## src/rtl/stream_demux_pkg.sv

```systemverilog
// Shared definitions for the stream_demux_n slice.
// Holds the two-state FSM encoding and the default widths used by
// stream_demux_n and demux_sat_cnt.
package stream_demux_pkg;

  typedef enum logic {
    ST_EMPTY = 1'b0,
    ST_FULL  = 1'b1
  } demux_state_e;

  localparam int unsigned DEMUX_W_DEF     = 8;
  localparam int unsigned DEMUX_N_DEF     = 4;
  localparam int unsigned DEMUX_CNT_W_DEF = 16;

endpackage

```

## src/rtl/demux_sat_cnt.sv

```systemverilog
// Saturating up-counter used for per-channel transfer statistics.
// Ports:
//   clk - rising-edge clock
//   rst - synchronous active-high reset, clears the count
//   inc - count one event this cycle
//   q   - current count; sticks at all-ones
module demux_sat_cnt
  import stream_demux_pkg::*;
#(
  parameter int unsigned CNT_W = DEMUX_CNT_W_DEF
) (
  input  logic             clk,
  input  logic             rst,
  input  logic             inc,
  output logic [CNT_W-1:0] q
);

  logic [CNT_W-1:0] q_q, q_d;

  always_comb begin
    q_d = q_q;
    if (inc && (q_q != {CNT_W{1'b1}})) begin
      q_d = q_q + 1'b1;
    end
  end

  always_ff @(posedge clk) begin
    if (rst) begin
      q_q <= '0;
    end else begin
      q_q <= q_d;
    end
  end

  assign q = q_q;

endmodule

```

## src/rtl/stream_demux_n.sv

```systemverilog
// Registered 1-to-N stream demultiplexer with valid/ready handshake.
// Each accepted beat is stored in a single-entry output register and
// presented one cycle later on the channel picked by in_sel. A drain and a
// new accept can happen in the same cycle, so a ready target sees one beat
// per cycle. Beats addressed to a channel >= N are accepted, dropped, and
// flagged with a one-cycle err_sel pulse.
// Build option: define DEMUX_XFER_CNT_EN to add one saturating transfer
// counter per channel on cnt_bus; otherwise cnt_bus is tied to zero.
// Ports:
//   clk, rst            - clock and synchronous active-high reset
//   in_data/in_sel      - input payload and destination channel
//   in_valid/in_ready   - input handshake
//   out_data            - payload shared by all channels
//   out_valid/out_ready - per-channel one-hot valid and ready
//   err_sel             - illegal-select pulse
//   cnt_bus             - packed per-channel transfer counters
module stream_demux_n
  import stream_demux_pkg::*;
#(
  parameter int unsigned W     = DEMUX_W_DEF,
  parameter int unsigned N     = DEMUX_N_DEF,
  parameter int unsigned SW    = 2,
  parameter int unsigned CNT_W = DEMUX_CNT_W_DEF
) (
  input  logic               clk,
  input  logic               rst,
  input  logic [W-1:0]       in_data,
  input  logic [SW-1:0]      in_sel,
  input  logic               in_valid,
  output logic               in_ready,
  output logic [W-1:0]       out_data,
  output logic [N-1:0]       out_valid,
  input  logic [N-1:0]       out_ready,
  output logic               err_sel,
  output logic [N*CNT_W-1:0] cnt_bus
);

  demux_state_e  state_q, state_d;
  logic [SW-1:0] sel_q, sel_d;
  logic [W-1:0]  data_q, data_d;
  logic          err_q, err_d;

  logic sel_ready;
  logic sel_legal;
  logic accept;
  logic drain;

  // Decode the held select once: only the addressed channel's ready counts.
  always_comb begin
    sel_ready = 1'b0;
    out_valid = '0;
    for (int k = 0; k < N; k++) begin
      if (sel_q == SW'(k)) begin
        sel_ready    = out_ready[k];
        out_valid[k] = (state_q == ST_FULL);
      end
    end
  end

  assign sel_legal = (32'(in_sel) < N);
  assign in_ready  = (state_q == ST_EMPTY) ? 1'b1 : sel_ready;
  assign accept    = in_valid && in_ready;
  assign drain     = (state_q == ST_FULL) && sel_ready;

  always_comb begin
    state_d = state_q;
    sel_d   = sel_q;
    data_d  = data_q;
    err_d   = accept && !sel_legal;
    if (accept && sel_legal) begin
      state_d = ST_FULL;
      sel_d   = in_sel;
      data_d  = in_data;
    end else if (drain) begin
      // out_data deliberately keeps the drained value.
      state_d = ST_EMPTY;
    end
  end

  always_ff @(posedge clk) begin
    if (rst) begin
      state_q <= ST_EMPTY;
      sel_q   <= '0;
      data_q  <= '0;
      err_q   <= 1'b0;
    end else begin
      state_q <= state_d;
      sel_q   <= sel_d;
      data_q  <= data_d;
      err_q   <= err_d;
    end
  end

  assign out_data = data_q;
  assign err_sel  = err_q;

`ifdef DEMUX_XFER_CNT_EN
  for (genvar k = 0; k < N; k++) begin : g_cnt
    demux_sat_cnt #(
      .CNT_W(CNT_W)
    ) u_cnt (
      .clk(clk),
      .rst(rst),
      .inc(out_valid[k] & out_ready[k]),
      .q  (cnt_bus[k*CNT_W +: CNT_W])
    );
  end
`else
  assign cnt_bus = '0;
`endif

endmodule
```

## config.mk

```make
export PLATFORM = sky130hd
export DESIGN_NAME = stream_demux_n
export DESIGN_NICKNAME = d
export VERILOG_FILES = /design/src/rtl/stream_demux_pkg.sv /design/src/rtl/demux_sat_cnt.sv /design/src/rtl/stream_demux_n.sv
export SDC_FILE = /design/constraint.sdc
export NUM_CORES = 1
export LEC_CHECK = 0
export ABC_AREA = 1
export CORE_MARGIN = 5
export CORE_UTILIZATION = 57
export CTS_CLUSTER_DIAMETER = 30
export DETAILED_ROUTE_END_ITERATION = 10
export DONT_BUFFER_PORTS = 1
export PLACE_DENSITY = 0.72
export SLEW_MARGIN = 20
export SYNTH_ARGS = -nofsm -noshare
export SYNTH_HDL_FRONTEND = slang
export SYNTH_SLANG_ARGS = --single-unit
```

## constraint.sdc

```tcl
create_clock -name clk -period 2.5 [get_ports clk]
set_input_delay 0.25 -clock clk [delete_from_list [all_inputs] [get_ports clk]]
set_output_delay 0.25 -clock clk [all_outputs]
set_load 0.03 [all_outputs]
```

After elaboration in Yosys (flattened, before gate mapping)
Index checks and enable logic that the tools add are counted.

word-level totals
  bits of input ports = 17
  logic and storage cells = 21
  latch bits = 0
  bits in read-only memories = 0
  bits in registers = 11
  memory bits (writable) = 0
  output and inout bits = 78
  memories kept = 0

cells by class
  $lt $le $gt $ge = 0
  divide/modulo/power cells = 0
  reduce and logical (&&, ||, !) cells = 4
  multipliers = 0
  shifts and indexed selects = 0
  multiplexer cells = 11
  bitwise logic cells = 0
  add/subtract/negate cells = 0
  equality and inequality tests = 3

operators with widths
  kind                                                              number
  1-bit 2-to-1 mux                                                  11
  2-bit == test (second input constant)                             2
  2-bit by 1-bit == test with 1-bit output (second input constant)  1
  1-bit logical AND                                                 2
  2-bit logical NOT                                                 1
  2-bit nonzero test                                                1

Longest topological paths before layout
Gate-level depths: netlist of run 1.

  depth after elaboration = 8
  mapped depth = 9
  mapped depth without buffers = 9

Worst setup path before layout of run 1
No wires, ideal clock.

  path type = reg2out
  start point = reg sel_q[1]
  end point = out out_valid[2]
  buffers on the path = 0
  arrival time = 1.144 ns
  cell stages (with the launch flop) = 3
  data required time = 2.250 ns
  slack = 1.106 ns
  path through = dfxtp_1 inv_1 nor3_1

between the ends
  word-level cells in the longest chain between the ends = 2

RTL lines
  element                 RTL line              text
  start, declared         stream_demux_n.sv:39  logic [SW-1:0] sel_q, sel_d;
  start signal, assigned  stream_demux_n.sv:88  sel_q <= sel_d;
  2-bit == test           stream_demux_n.sv:53  if (sel_q == SW'(k)) begin
  1-bit 2-to-1 mux        stream_demux_n.sv:53
  end, declared           stream_demux_n.sv:32  output logic [N-1:0] out_valid,

Every way passes these cells.

Worst setup path after layout of run 1
  start point = reg sel_q[1]
  end point = out in_ready

between the ends
  word-level cells in the longest chain between the ends = 6
  elaborated cells on any way between the ends = 9
  classes of those cells = eq/ne: 3; mux: 5; reduce/logical: 1

RTL lines
  element                         RTL line              text
  2-bit logical NOT               stream_demux_n.sv:53
  1-bit 2-to-1 mux (3 in series)  stream_demux_n.sv:53
  1-bit 2-to-1 mux *              stream_demux_n.sv:53
  1-bit 2-to-1 mux *              stream_demux_n.sv:61  assign in_ready = (state_q == ST_EMPTY) ? 1'b1 : sel_ready;
  end, declared                   stream_demux_n.sv:30  output logic in_ready,

Mark *: on every way between the ends. The rest lies on a longest branch, timed or not.

==> run metrics, run 1 <==
Register Area=220.2 µm²; critical path class=reg2out; CP max stage cell=dfxtp_1; Final Core Density=0.4865; RePlAce Congestion=0.7392; HPWL after detailed placement=around 1600 µm; Synth Register Bits=11; Pleak=approximately 0.00064 µW; Pwr Density=595.9 nW/µm²; DRT iter0 DRCs=8; commonest cells after routing, fill and taps aside=conb_1 (65), inv_1 (35), nand2_1 (24), dfxtp_1 (11), nand4_1 (10); die area=3010 µm²; yosys warns=0; net switching power=280.9 µW; final setup vio count=0; final WL=1878 µm; # fillers=about 210; core region area=1942 µm²; clock period minus worst slack=1.917 ns; Num CTS Buffers=3; die height=~55 µm; setup TNS=0 ns; area grow syn2layout=-17.67%; number of max-cap violations=0; worst vdd ir=0.2990 mV; worst hold path class=in2reg; worst slack, placed=0.8743 ns; status=finished, final reports clean; Initial Util=0.5909; Worst Setup End Kind=primary output; Reg2Reg Depth=7; CTS tree=done; std cell rows=16; hold_ws=0.1191 ns; clock skew=0.003506 ns; root buf cell=clkbuf_4; grt ovf=0; hold path cells=2; Fin. Hold Viols=0; Multi-input gate area=506.7 µm²; I/O Buffers=0; total global-route track usage=0.1238; Avg WL per Cell=9.297 µm; # IOs=95; largest area contributor in the netlist=buf_4; syn_area_per_cell=approximately 6.6 µm²; largest net degree at the start of global routing=13; Vias/cell=3.777; cell chain of the critical path=nand2_1 > nor2_2 > nand2_2 > nand2_1 > inv_1; CP arrival=1.67 ns; vias=763; post-synthesis sequential area ratio=0.1919; Worst path max stage delay=a little over 0.4 ns; nets@finish=193; post-CTS setup repair buffer count=0; combinational power share=0.380; Fmax=around 520 MHz; crit path max fanout=12; startpoint types=flip-flop; Internal Power=282.0 µW; Final Non-Filler Cells=202; worst setup margin=~0.6 ns; share of power burned in registers=0.405; RSZ-0062 raised after global routing=false; crit share post-route=0.7669; commonest non-fill, non-tap cell in the layout=conb_1; global-route wire length before repair=2677 µm; Final Max Slew Viols=0; top-area cell type share of the netlist area=0.4253; Critical Path RT=2.25 ns; ranking of synthesized cells by area=buf_4 (43%), dfxtp_1 (19%), inv_1 (11%); number of global-route vias before repair=651; cts hold-fix bufs=0; die width=about 55 µm; DRT Pass-1 Iters=2; H-tree depth=1; CTS resizes=0; clk sink count=11; Synth cell types=17; CP most frequent cell=nand2_1; Residual DRC=0; dpl cells=a little under 200; ant diodes=0; share of layout cells above drive strength 1=0.07429; Post-Synthesis Cells=173; Max Root-Sink Buffers=2; Reg clk slew, reported paths=0.06 ns; remaining antenna violation count=0; Clock Power Share=0.215; Net Sw Frac=0.4991; Syn Std Cell Area=1147 µm²; clk_lat worst skew=0.27 ns; initial antenna violation count=0
-- layout make-up --
cell class,instances,area share
Multi-Input combinational cell,121,0.5364
Inverter,36,0.1430
Clock buffer,4,0.02781
Sequential cell,11,0.2331
Timing Repair Buffer,3,0.02384
Tap cell,27,0.03576
-- cell usage after synthesis, drive strengths merged --
master  number
o21ai        1
a21oi        1
buf         67
dfxtp       11
nand2       26
nor2        12
nor3         3
inv         36
nand4       10
clkbuf       2
nand3        3
conb         1
-- power groups by stage --
stage	combinational (µW)	sequential, µW	clock (µW)
after floorplan	282	229	0
after global placement	209	231	0
after detailed placement	211	233	0
after CTS	212	228	126
after global routing	237	230	132
final	214	228	121
-- stage by stage --
stage / area [µm²] / power (µW)
final: 944.7 / 562.9
after global routing: 944.7 / 599.2
after detailed placement: 918.4 / 443.6
after floorplan: 1388 / 510.9
after global placement: 918.4 / 440.2
after CTS: 944.7 / 566.1
-- routing by layer --
layer  wire length, µm  share of wire  up-vias  GRT usage
met5                 0              0        -          0
met4                41          0.022        0    0.07469
met3               352           0.19        5    0.03815
met2               911           0.49       59     0.2126
met1               573           0.31      316     0.1305
li1                  -              -      383          -
-- worst max-delay path: cells and delay by family (launching register included) --
kind          cells  cell delay (ns)
flops             1             0.41
buf+inv           1             0.15
simple gates      4             0.84
-- state kept, by name, summed over array words and instances, names as in the netlist --
name      count
state_q       1
out_data      8
sel_q         2
-- cell families (layout without fill, tap and decap cells) --
group	after synthesis	in the layout	synth area share
AO/OA/AOI/OAI	2	2	0.008716
buffers and inverters	105	43	0.5758
flip-flops	11	11	0.1919
other	1	65	0.003268
AND/OR/NAND/NOR	54	54	0.2203
-- path summary, 6_finish.rpt --
kind,slack [ns],from,end
max reg2reg,0.87,sel_q[1]$_SDFFE_PP0P_,sel_q[1]$_SDFFE_PP0P_
min,0.12,in_valid,state_q$_SDFFE_PP0P_
min reg2reg,0.64,sel_q[0]$_SDFFE_PP0P_,sel_q[0]$_SDFFE_PP0P_
max,0.58,sel_q[1]$_SDFFE_PP0P_,in_ready
(Power assumes the default switching activity.)
==> inputs of run 2 (changes only) <==
Clock period 2.5 ns to 2 ns, I/O delays scaled along.
==> run metrics, run 2 (synthesized netlist as in run 1, its figures left out) <==
status=finished, final reports clean; worst slack, placed=0.5863 ns; crit-path leading delay family=simple AND/OR/NAND/NOR gates; clk_lat worst skew=0.26 ns; Vias/cell=3.892; Largest register FFs=8; share of layout cells above drive strength 1=0.07955; HPWL after detailed placement=between 1500 and 2000 µm; combinational power share=0.383; Pwr Density=740.9 nW/µm²; crit path max fanout=12; grt ovf=0; cts hold-fix bufs=0; Pleak=about 0.00064 µW; Worst path max stage delay=between 0.3 and 0.4 ns; clk sink count=11; commonest non-fill, non-tap cell in the layout=conb_1; H-tree depth=1; Worst Setup End Kind=primary output; Multi-input gate area=506.7 µm²; # fillers=226; DRT Pass-1 Iters=5; dpl cells=199; Residual DRC=0; Critical Path RT=roughly 1.8 ns; remaining antenna violation count=0; commonest cells after routing, fill and taps aside=conb_1 (65), inv_1 (35), nand2_1 (24), dfxtp_1 (11), nand4_1 (10); worst hold path class=in2reg; RSZ-0062 raised after global routing=false; crit share post-route=0.8215; core region area=1942 µm²; vias=about 800; die height=54.87 µm; global-route wire length before repair=around 2400 µm; cell chain of the critical path=inv_1 > nand3_1 > nand2_1 > inv_2 > nand2_2 > nand2_1 > inv_1; worst path buffer plus inverter count=3; DRT iter0 DRCs=6; Initial Util=0.5909; die area=about 3000 µm²; std cell rows=16; CP arrival=1.44 ns; final setup vio count=0; startpoint types=flip-flop; worst vdd ir=0.3321 mV; CTS tree=done; root buf cell=clkbuf_4; final WL=1935 µm; die width=54.87 µm; number of global-route vias before repair=approximately 600; Fin. Hold Viols=0; I/O Buffers=0; critical path class=reg2out; CP max stage cell=dfxtp_1; clock period minus worst slack=1.643 ns; clock skew=0.004433 ns; share of power burned in registers=0.405; area grow syn2layout=-17.01%; Internal Power=352.5 µW; Fmax=approximately 600 MHz; setup TNS=0 ns; Final Non-Filler Cells=203; nets@finish=194; number of max-cap violations=0; Net Sw Frac=0.5003; Register Area=220.2 µm²; Final Max Slew Viols=0; initial antenna violation count=0; net switching power=353.0 µW; Reg clk slew, reported paths=~0.070 ns; largest net degree at the start of global routing=13; Max Root-Sink Buffers=2; Num CTS Buffers=3; Avg WL per Cell=9.532 µm; worst setup margin=0.3570 ns; Clock Power Share=0.212; # IOs=95; total global-route track usage=0.1153; hold_ws=0.06448 ns; RePlAce Congestion=0.7601; ant diodes=0; Final Core Density=0.4903; post-CTS setup repair buffer count=0; CTS resizes=0
==> run 2: cell types whose count changed in the layout (fill, tap and decap cells not counted) <==
cell and delta:
buf_4 +1
==> run 2: worst reg2reg max path, stage by stage (launching register included) <==
cell	delay [ns]
dfxtp_1	0.37
inv_1	0.12
nand3_1	0.07
nand2_1	0.10
inv_2	0.04
nand2_2	0.18
nand3_2	0.24
nand2_1	0.13
inv_1	0.05
nor2_1	0.09
==> run 2: layout make-up <==
cell class,instances,area share
Multi-Input combinational cell,121,0.5322
Sequential cell,11,0.2313
Timing Repair Buffer,4,0.03154
Tap cell,27,0.03548
Inverter,36,0.1419
Clock buffer,4,0.02760
==> run 2: path summary, 6_finish.rpt <==
kind / startpoint / to / slack (ns) / depth (start not counted)
worst max register to register: sel_q[1]$_SDFFE_PP0P_ / sel_q[0]$_SDFFE_PP0P_ / 0.57 / 9
worst max-delay path: sel_q[1]$_SDFFE_PP0P_ / in_ready / 0.36 / 7
worst min register to register: out_data[3]$_SDFFE_PP0P_ / out_data[3]$_SDFFE_PP0P_ / 0.66 / 4
worst min-delay path: in_valid / state_q$_SDFFE_PP0P_ / 0.06 / 2
==> run 2: power by group through the flow <==
stage	registers (µW)	logic (µW)	clock network [µW]
after floorplan	286	353	0
after global placement	289	261	0
after detailed placement	291	266	0
after CTS	286	267	152
after global routing	288	295	166
final	286	270	150
==> run 2: routing by layer <==
layer,global-route usage,share of wire,up-vias
met4,0.07054,0.025,0
li1,-,-,383
met3,0.05450,0.19,6
met2,0.1969,0.49,70
met1,0.1107,0.29,331
met5,0,0,-
==> run 2: through the flow <==
stage,power [µW],cell area [µm²]
floorplan,638.6,1388
global placement,550.4,925.9
detailed placement,557.5,925.9
CTS,705.0,952.2
global route,748.8,952.2
finish,705.5,952.2
==> inputs of run 3 (changes only) <==
Clock period 2 ns to 1.7 ns, I/O delays scaled along.
==> run metrics, run 3 (synthesized netlist as in run 1, its figures left out) <==
status=finished, final reports clean; clock period minus worst slack=1.562 ns; DRT iter0 DRCs=9; share of layout cells above drive strength 1=0.09091; Pleak=about 0.00064 µW; worst vdd ir=0.4723 mV; number of global-route vias before repair=640; crit share post-route=0.9189; largest net degree at the start of global routing=13; total global-route track usage=0.1216; area grow syn2layout=-16.90%; clk sink count=11; RSZ-0062 raised after global routing=false; critical path class=reg2out; RePlAce Congestion=about 0.78; remaining antenna violation count=0; vias=between 700 and 800; commonest non-fill, non-tap cell in the layout=conb_1; Final Core Density=0.4910; Fmax=640.2 MHz; Vias/cell=3.852; std cell rows=16; core region area=between 1500 and 2000 µm²; final WL=1954 µm; worst hold path class=in2reg; metal2 WL=941 µm; final setup vio count=0; Residual DRC=0; Fin. Hold Viols=0; Finished Cell Area=953.4 µm²; Avg WL per Cell=approximately 9.6 µm; initial antenna violation count=0; Largest register FFs=8; Pwr Density=roughly 900 nW/µm²; Final Max Slew Viols=0; H-tree depth=1; Max Root-Sink Buffers=2; die width=about 55 µm; Critical Path RT=1.53 ns; dpl cell area=925.9 µm²; number of max-cap violations=0; clk_lat worst skew=0.27 ns; DRT Pass-1 Iters=4; grt ovf=0; global-route wire length before repair=between 2000 and 3000 µm; Met3 Wirelength=approximately 330 µm; die height=54.87 µm; CP arrival=1.39 ns; Initial Util=0.5909; hold_ws=0.03397 ns; Num CTS Buffers=3; post-CTS setup repair buffer count=0; die area=approximately 3000 µm²; I/O Buffers=0; HPWL after detailed placement=about 1600 µm; Worst Setup End Kind=primary output; # IOs=95; DR top layer=met4; # fillers=~210; commonest cells after routing, fill and taps aside=conb_1 (65), inv_1 (34), nand2_1 (24), dfxtp_1 (11), nand4_1 (10); CTS tree=done; clock skew=0.001705 ns; startpoint types=flip-flop; nets@finish=~190; setup TNS=0 ns; Power, Total=836.0 µW; Reg clk slew, reported paths=0.07 ns; WL met1=655 µm; crit path max fanout=12; root buf cell=clkbuf_4; ant diodes=0
[run 3: cell count changes in the layout (fill, tap and decap cells not counted)]
cell      delta
clkbuf_1     -1
clkinv_2     +1
inv_1        -1
inv_2        +1
[run 3: final timing paths]
| path | startpoint | endpoint | slack [ns] | cells past startpoint |
|---|---|---|---|---|
| worst min register to register | out_data[5]$_SDFFE_PP0P_ | out_data[5]$_SDFFE_PP0P_ | 0.66 | 4 |
| worst max register to register | sel_q[0]$_SDFFE_PP0P_ | out_data[6]$_SDFFE_PP0P_ | 0.29 | 9 |
| worst max-delay path | sel_q[0]$_SDFFE_PP0P_ | in_ready | 0.14 | 7 |
| worst min-delay path | in_valid | state_q$_SDFFE_PP0P_ | 0.03 | 2 |
[run 3: final cells by class]
| type | instances | area, µm² | share of cell area |
|---|---|---|---|
| Multi-Input combinational cell | 121 | 506.7 | 0.5315 |
| Sequential cell | 11 | 220.2 | 0.2310 |
| Inverter | 36 | 135.1 | 0.1417 |
| Tap cell | 27 | 33.78 | 0.03543 |
| Timing Repair Buffer | 4 | 30.03 | 0.03150 |
| Clock buffer | 3 | 22.52 | 0.02362 |
| Clock inverter | 1 | 5.005 | 0.005249 |
[run 3: report_power, final]
group          switching [µW]  internal [µW]
clock                    95.4           87.0
combinational             275           42.5
sequential               54.1            282
[run 3: per-layer routing]
layer,up-vias,track usage
li1,382,-
met1,330,0.1291
met2,66,0.2106
met3,4,0.02725
met4,0,0.08299
met5,-,0
[run 3: stage by stage]
step                      std cells  worst slack, ns
after global routing            203          0.05052
after floorplan                 237           0.3760
after detailed placement        199           0.3126
final                           203           0.1379
after CTS                       203          0.08415
after global placement          199           0.3843
[run 3: what timing repair did]
item                                    4_1_cts  5_1_grt
endpoints found under the setup margin        0        1
gates resized for setup                       0        1
hold buffers                                  0        0
[run 3: critical path, stage by stage, from the launching register on]
cell	delay, ns
dfxtp_1	0.36
inv_1	0.12
nand3_1	0.08
nand2_1	0.08
inv_2	0.04
nand2_2	0.18
nand2_1	0.12
inv_2	0.15
==> RTL change 1: new RTL, config.mk and constraints of run 3 <==
Build with the macro `DEMUX_XFER_CNT_EN` defined.
--- a/src/rtl/stream_demux_n.sv
+++ b/src/rtl/stream_demux_n.sv
@@ -14,6 +14,8 @@
 //   out_valid/out_ready - per-channel one-hot valid and ready
 //   err_sel             - illegal-select pulse
 //   cnt_bus             - packed per-channel transfer counters
+`define DEMUX_XFER_CNT_EN
+
 module stream_demux_n
   import stream_demux_pkg::*;
 #(
Check against the original RTL: not equivalent (a bounded check fails within 4 cycles, from zero or initial values and one cycle with rst high).
==> RTL change 1 against run 3 <==
  * Register-to-register slack lost 0.18 ns
  * Sequential cell count grew 64
  * Global-route usage grew 12 points
  * Setup slack lost 0.035 ns
  * Clock power grew to 7.5 times the old value
  * Power grew to 4.2 times the old value
  * Routed wire length grew to 5.7 times the old value
  * Area after synthesis grew to 3.8 times the old value
  * Design area grew to 5.5 times the old value
  * Critical path type unchanged
==> RTL change 1: results (changes against run 3) <==
- The aggregate global-route resource usage is 23.7% (+12 points).
- The number of cells traversed by the worst hold path was 3 (+1).
- The library cell used as clock root buffer is clkbuf_8.
- The total routed wirelength came to 11,100 um (+470%).
- The flip-flop count of the largest register, all copies and words added is 64 (+56).
- The global routing met2 resource utilization is 39.3% (+18 points).
- The number of nets in the layout is 790 (+310%).
- The post-synthesis compound-gate area fraction came to 8.64% (+7.8 points).
- The clock buffer count from CTS came to 9 (+6).
- The largest net degree at the start of global routing is 47 (+34).
- The met3 layer usage reported by global route is 7.63% (+4.9 points).
- The share of the synthesized netlist area taken by xor and xnor gates was 5.48% (+5.5 points).
- The count of mapped cells out of synthesis was 684 (+300%).
- The first-iteration detailed-routing DRC count is 209 (+200).
- The standard cell area after detailed placement came to 4920 um2 (+430%).
- The number of search-and-repair iterations in the first detailed-routing pass is 6 (+2).
- The commonest cells after synthesis are nand2_1 (245), nor2_1 (116), dfxtp_1 (75), inv_1 (61), a21oi_1 (38).
- The number of global-route vias before repair came to 4,217 (+560%).
- Sorting the synthesized cells by area gives the leading types as dfxtp_1 (35%), nand2_1 (21%), nor2_1 (10%), inv_1 (5.3%), a21oi_1 (4.4%).
- The share of layout cells above drive strength 1 came to 17.4% (+8.4 points).
- The half-perimeter wire length of the detailed placement result was 8070 um (+390%).
- The global placer's final weighted congestion was 0.857 (+11%).
- The level count of the clock H-tree is 3 (+2).
- The post-synthesis share of cell area spent on full adders, half adders and majority gates was 1.16% (+1.2 points).
- Among all flip-flop cells after synthesis, the most frequent one is dfxtp_1.
- The via-per-instance ratio is 5.12 (+33%).
- The average wire per cell in the routed design is 12.7 um (+32%).
- The post-CTS clock slew at the launch and capture registers of the worst setup and hold paths is 0.08 ns.
- The global-route wire length before repair is 19,000 um (+630%).
- The number of cells traversed by the worst register-to-register path is 11 (+2).
- The post-route clock skew is 0.00706 ns (+0.00536 ns).
- The placed instance count is 844 (+320%).
- The run finished with clean final reports.
- The data arrival time of the critical path is 1.43 ns (+0.04 ns).
- The met1 track utilization from global routing was 29.3% (+16 points).
- The count of port buffers added during placement came to 0 (unchanged).
- The maximum fanout along the worst path is 6 (-6).
- The clock latency on the worst-skew pair was 0.35 ns (+0.08 ns).
- The type of the most critical hold path is input pin to register.
- The leakage power is 2.12 nW (+230%).
- The proportion of synthesized chip area in sequential cells is 34.8% (+16 points).
- The number of nets handed over by synthesis was 705.
- The unique cell type count in the Yosys netlist is 28 (+11).
- The maximum resistive drop on vdd is 472 uV (about the same).
## RTL change 1: power by group
part	internal (mW)	switching [mW]
combinational	0.0906	0.181
clock	0.672	0.693
sequential	1.79	0.0576
total	2.55	0.932
## RTL change 1: metrics by stage
step	setup WS, ns	util (%)
6_report	0.103	71.9
4_1_cts	0.0534	71.5
2_1_floorplan	0.0300	-
3_5_place_dp	0.0812	67.1
3_3_place_gp	0.146	67.1
5_1_grt	0.00461	71.9
## RTL change 1: routing by layer
layer	wire (um)	vias to the layer above
met1	4820	2018
met2	5260	125
met3	853	15
li1	-	2311
met4	135	0
met5	0	-
## RTL change 1: cell type report
type	count	area (um2)
clock buffer	9	124
clock inverter	7	68.8
fill	620	2060
inverter	65	244
multi-input combinational	525	2450
sequential	75	1510
tap	99	124
timing repair buffer	93	751
## RTL change 1: cells by family (layout without fill, tap and decap cells)
kind of cell,Yosys count,after routing
flops,75,75
buf+inv,84,174
simple gates,429,429
xor+xnor,27,27
other cells,1,1
compound gates,64,64
fa+ha+maj,4,4
## RTL change 1: worst paths after layout
kind / from / to / slack, ns
min reg2reg: g_cnt[0].u_cnt.q[5] / g_cnt[0].u_cnt.q[5] / 0.54
max reg2reg: g_cnt[2].u_cnt.q[0] / g_cnt[2].u_cnt.q[9] / 0.11
max: sel_q[0] / in_ready / 0.10
min: rst / g_cnt[3].u_cnt.q[0] / 0.004
## RTL change 1: worst max-delay path, delay by kind of cell (launching register included)
family	cells	cell delay [ns]
buffers and inverters	2	0.35
and+or+nand+nor	3	0.37
DFF	1	0.36
## RTL change 1: repair_timing
action	in CTS	in global routing
setup buffers	0	1
hold buffers	12	0
resized for setup	0	3
endpoints found under the hold margin	57	0
endpoints found under the setup margin	0	11
==> RTL change 2: new RTL, settings of run 3 <==
Made on the original files. Reset style: asynchronous (`rst`), changed in one clocked block. Comments in the files are not updated.
--- a/src/rtl/stream_demux_n.sv
+++ b/src/rtl/stream_demux_n.sv
@@ -77,7 +77,7 @@
     end
   end
 
-  always_ff @(posedge clk) begin
+  always_ff @(posedge clk or posedge rst) begin
     if (rst) begin
       state_q <= ST_EMPTY;
       sel_q   <= '0;
Behaviour: differs if rst is asserted again (counterexample within 4 cycles, from zero or initial values and one cycle with rst high); with rst held inactive, the same outputs for 10 cycles.
==> RTL change 2 against run 3 <==
  * Setup slack got worse by 0.0043 ns
  * Synthesized cell count shrank 23%
  * Area after synthesis down 9.1%
  * Non-clock buffer count rose by 3
  * Design area decreased by 7.6%
  * Critical path type unchanged
  * Largest cell class unchanged
  * Sequential cell count did not move
  * Routed wire length shrank 4.0%
  * Cell count decreased by 19%
  * Sequential share of layout area is 8.2 points higher
  * Via count is 18% lower
Power is not compared: it rests on default switching activity, and its combinational part moved more than twofold at a synthesized area within 25%.
==> RTL change 2: results (changes against run 3) <==
- The flow ran to the end, and the final reports show no timing, DRC or antenna violations.
- The maximum fanout along the worst path was 7 (-5).
- The largest net degree at the start of global routing came to 12 (-1).
- The count of port buffers added during placement is 0 (unchanged).
- The fraction of synthesis flops using an asynchronous set or reset pin is 100% (+100 points).
- The kind of cell adding the most delay to the critical path is flip-flops.
- The number of search-and-repair iterations in the first detailed-routing pass is 4 (unchanged).
- The aggregate global-route resource usage is 12.4% (+0.27 points).
- For this design, the slowest cell found on the critical path is dfrtp_1.
- The number of nets in the layout was 157 (-19%).
- The initial antenna violation count is 0 (unchanged).
- The DRC violation count after routing is 0 (unchanged).
- VDD sags by at most 826 uV.
- The average wire per cell in the routed design is 11.4 um (+19%).
- The share of layout cells above drive strength 1 is 10.8% (+1.7 points).
- By count the netlist is led by buf_4 (66), nand2_1 (24), dfrtp_1 (11), nand4_1 (10), inv_1 (5).
- The post-route clock skew is 0.00136 ns (-0.000349 ns).
- The post-CTS clock slew at the launch and capture registers of the worst setup and hold paths is 0.07 ns (about the same).
- The number of cells traversed by the worst register-to-register path came to 8 (-1).
- The count of yosys warnings during synthesis came to 0 (unchanged).
- The global-route wire length before repair is 2440 um (-6.9%).
- The worst stage delay on the critical path came to 0.46 ns (+0.10 ns).
- The unique cell type count in the Yosys netlist was 18 (+1).
- The global placer's final weighted congestion came to 0.728 (-6.1%).
- The worst slack at placement is 0.255 ns (-0.0577 ns).
- The clock latency on the worst-skew pair is 0.27 ns (about the same).
- In the synthesized netlist the dominant register cell turns out to be dfrtp_1.
- The clock buffer count from CTS is 3 (unchanged).
- In this run the critical register-to-register path is captured at out_data[1].
- The number of global-route vias before repair is 522 (-18%).
- The library cell used as clock root buffer is clkbuf_4.
- The critical path starts at sel_q[0].
- The first-iteration detailed-routing DRC count was 8 (-1).
- The flip-flop count of the largest register, all copies and words added is 8 (unchanged).
- The capturing element type of the critical path is a primary output.
- The analysis attributes to cell leakage a power of 0.544 nW.
- The setup slack of the most critical reg-to-reg path is 0.24 ns (-0.05 ns).
- The tightest min-delay check is of the input pin to register type.
- By area the synthesized netlist is led by buf_4 (47%), dfrtp_1 (26%), nand2_1 (8.6%), nand4_1 (6.0%), inv_1 (1.8%).
- For hold timing, the worst endpoint is out_data[5].
- The via-per-instance ratio came to 3.90 (+1.1%).
- The beginning of the worst hold path is in_data[5].
- The count of antenna diodes in the layout is 0 (unchanged).
- The proportion of synthesized chip area in sequential cells is 26.4% (+7.2 points).
- The fill cell total of the finished layout was 188 (-12%).
- The half-perimeter wire length of the detailed placement result was 1580 um (-3.8%).
[RTL change 2: changes by cell type in the layout (fill, tap and decap cells not counted), sizes merged]
cell	before	now
inv	36	6
dfrtp	0	11
dfxtp	11	0
nor2	12	2
buf	4	6
a21boi	0	1
clkbuf	3	4
clkinv	1	0
dlygate4sd3	0	1
o21ai	1	0
[RTL change 2: layer usage]
metal	part of all wire [%]	vias to the layer above	global-route usage, %
li1	-	300	-
met1	30	283	13.2
met2	49	51	17.8
met3	19	5	7.98
met4	2.0	0	8.51
met5	0	-	0
[RTL change 2: worst max-delay path by stage]
| stage | end | slack [ns] |
|---|---|---|
| final | in_ready | 0.13 |
| after global routing | in_ready | 0.002 |
| after CTS | in_ready | 0.11 |
| after global placement | out_data[7] | 0.32 |
| after detailed placement | out_data[1] | 0.25 |
| after floorplan | state_q | 0.19 |
[RTL change 2: through the flow]
step                area (um2)  cells  power [mW]  hold WS [ns]
floorplan                 1280    197        1.46        0.0224
global placement           845    159        1.46        0.0676
detailed placement         845    159        1.49        0.0758
CTS                        881    164        1.67        0.0431
global route               881    164        1.78        0.0506
finish                     881    164        1.66        0.0450
[RTL change 2: what timing repair did]
action,in CTS,in global routing
setup buffers,0,0
hold endpoints to repair,11,0
hold buffers,1,0
gates resized for setup,0,0
[RTL change 2: cell type report]
type / instances / area (um2) / area share, %
Clock buffer: 4 / 26.3 / 2.98
Timing Repair Buffer: 7 / 55.1 / 6.25
Tap cell: 25 / 31.3 / 3.55
Inverter: 6 / 22.5 / 2.56
Sequential cell: 11 / 275 / 31.2
Multi-Input combinational cell: 111 / 470 / 53.4
[RTL change 2: kinds of logic (layout without fill, tap and decap cells)]
family	count (synthesis)	after routing	synth area share, %
buffers and inverters	75	17	51.6
other	1	65	0.359
AO/OA/AOI/OAI	2	2	1.56
flip-flops	11	11	26.4
AND/OR/NAND/NOR	44	44	20.1
[RTL change 2: power breakdown]
group	switching, mW	internal [mW]	total [mW]
clock	0.0886	0.0909	0.180
sequential	0.307	0.388	0.694
combinational	0.586	0.200	0.785
[RTL change 2: worst register-to-register path: stages, from the launching register on]
cell	delay, ns
dfrtp_1	0.46
inv_1	0.11
nand3_1	0.06
nand2_1	0.08
inv_2	0.04
nand2_2	0.17
nand3_2	0.23
nand2_1	0.13
nand2_1	0.05
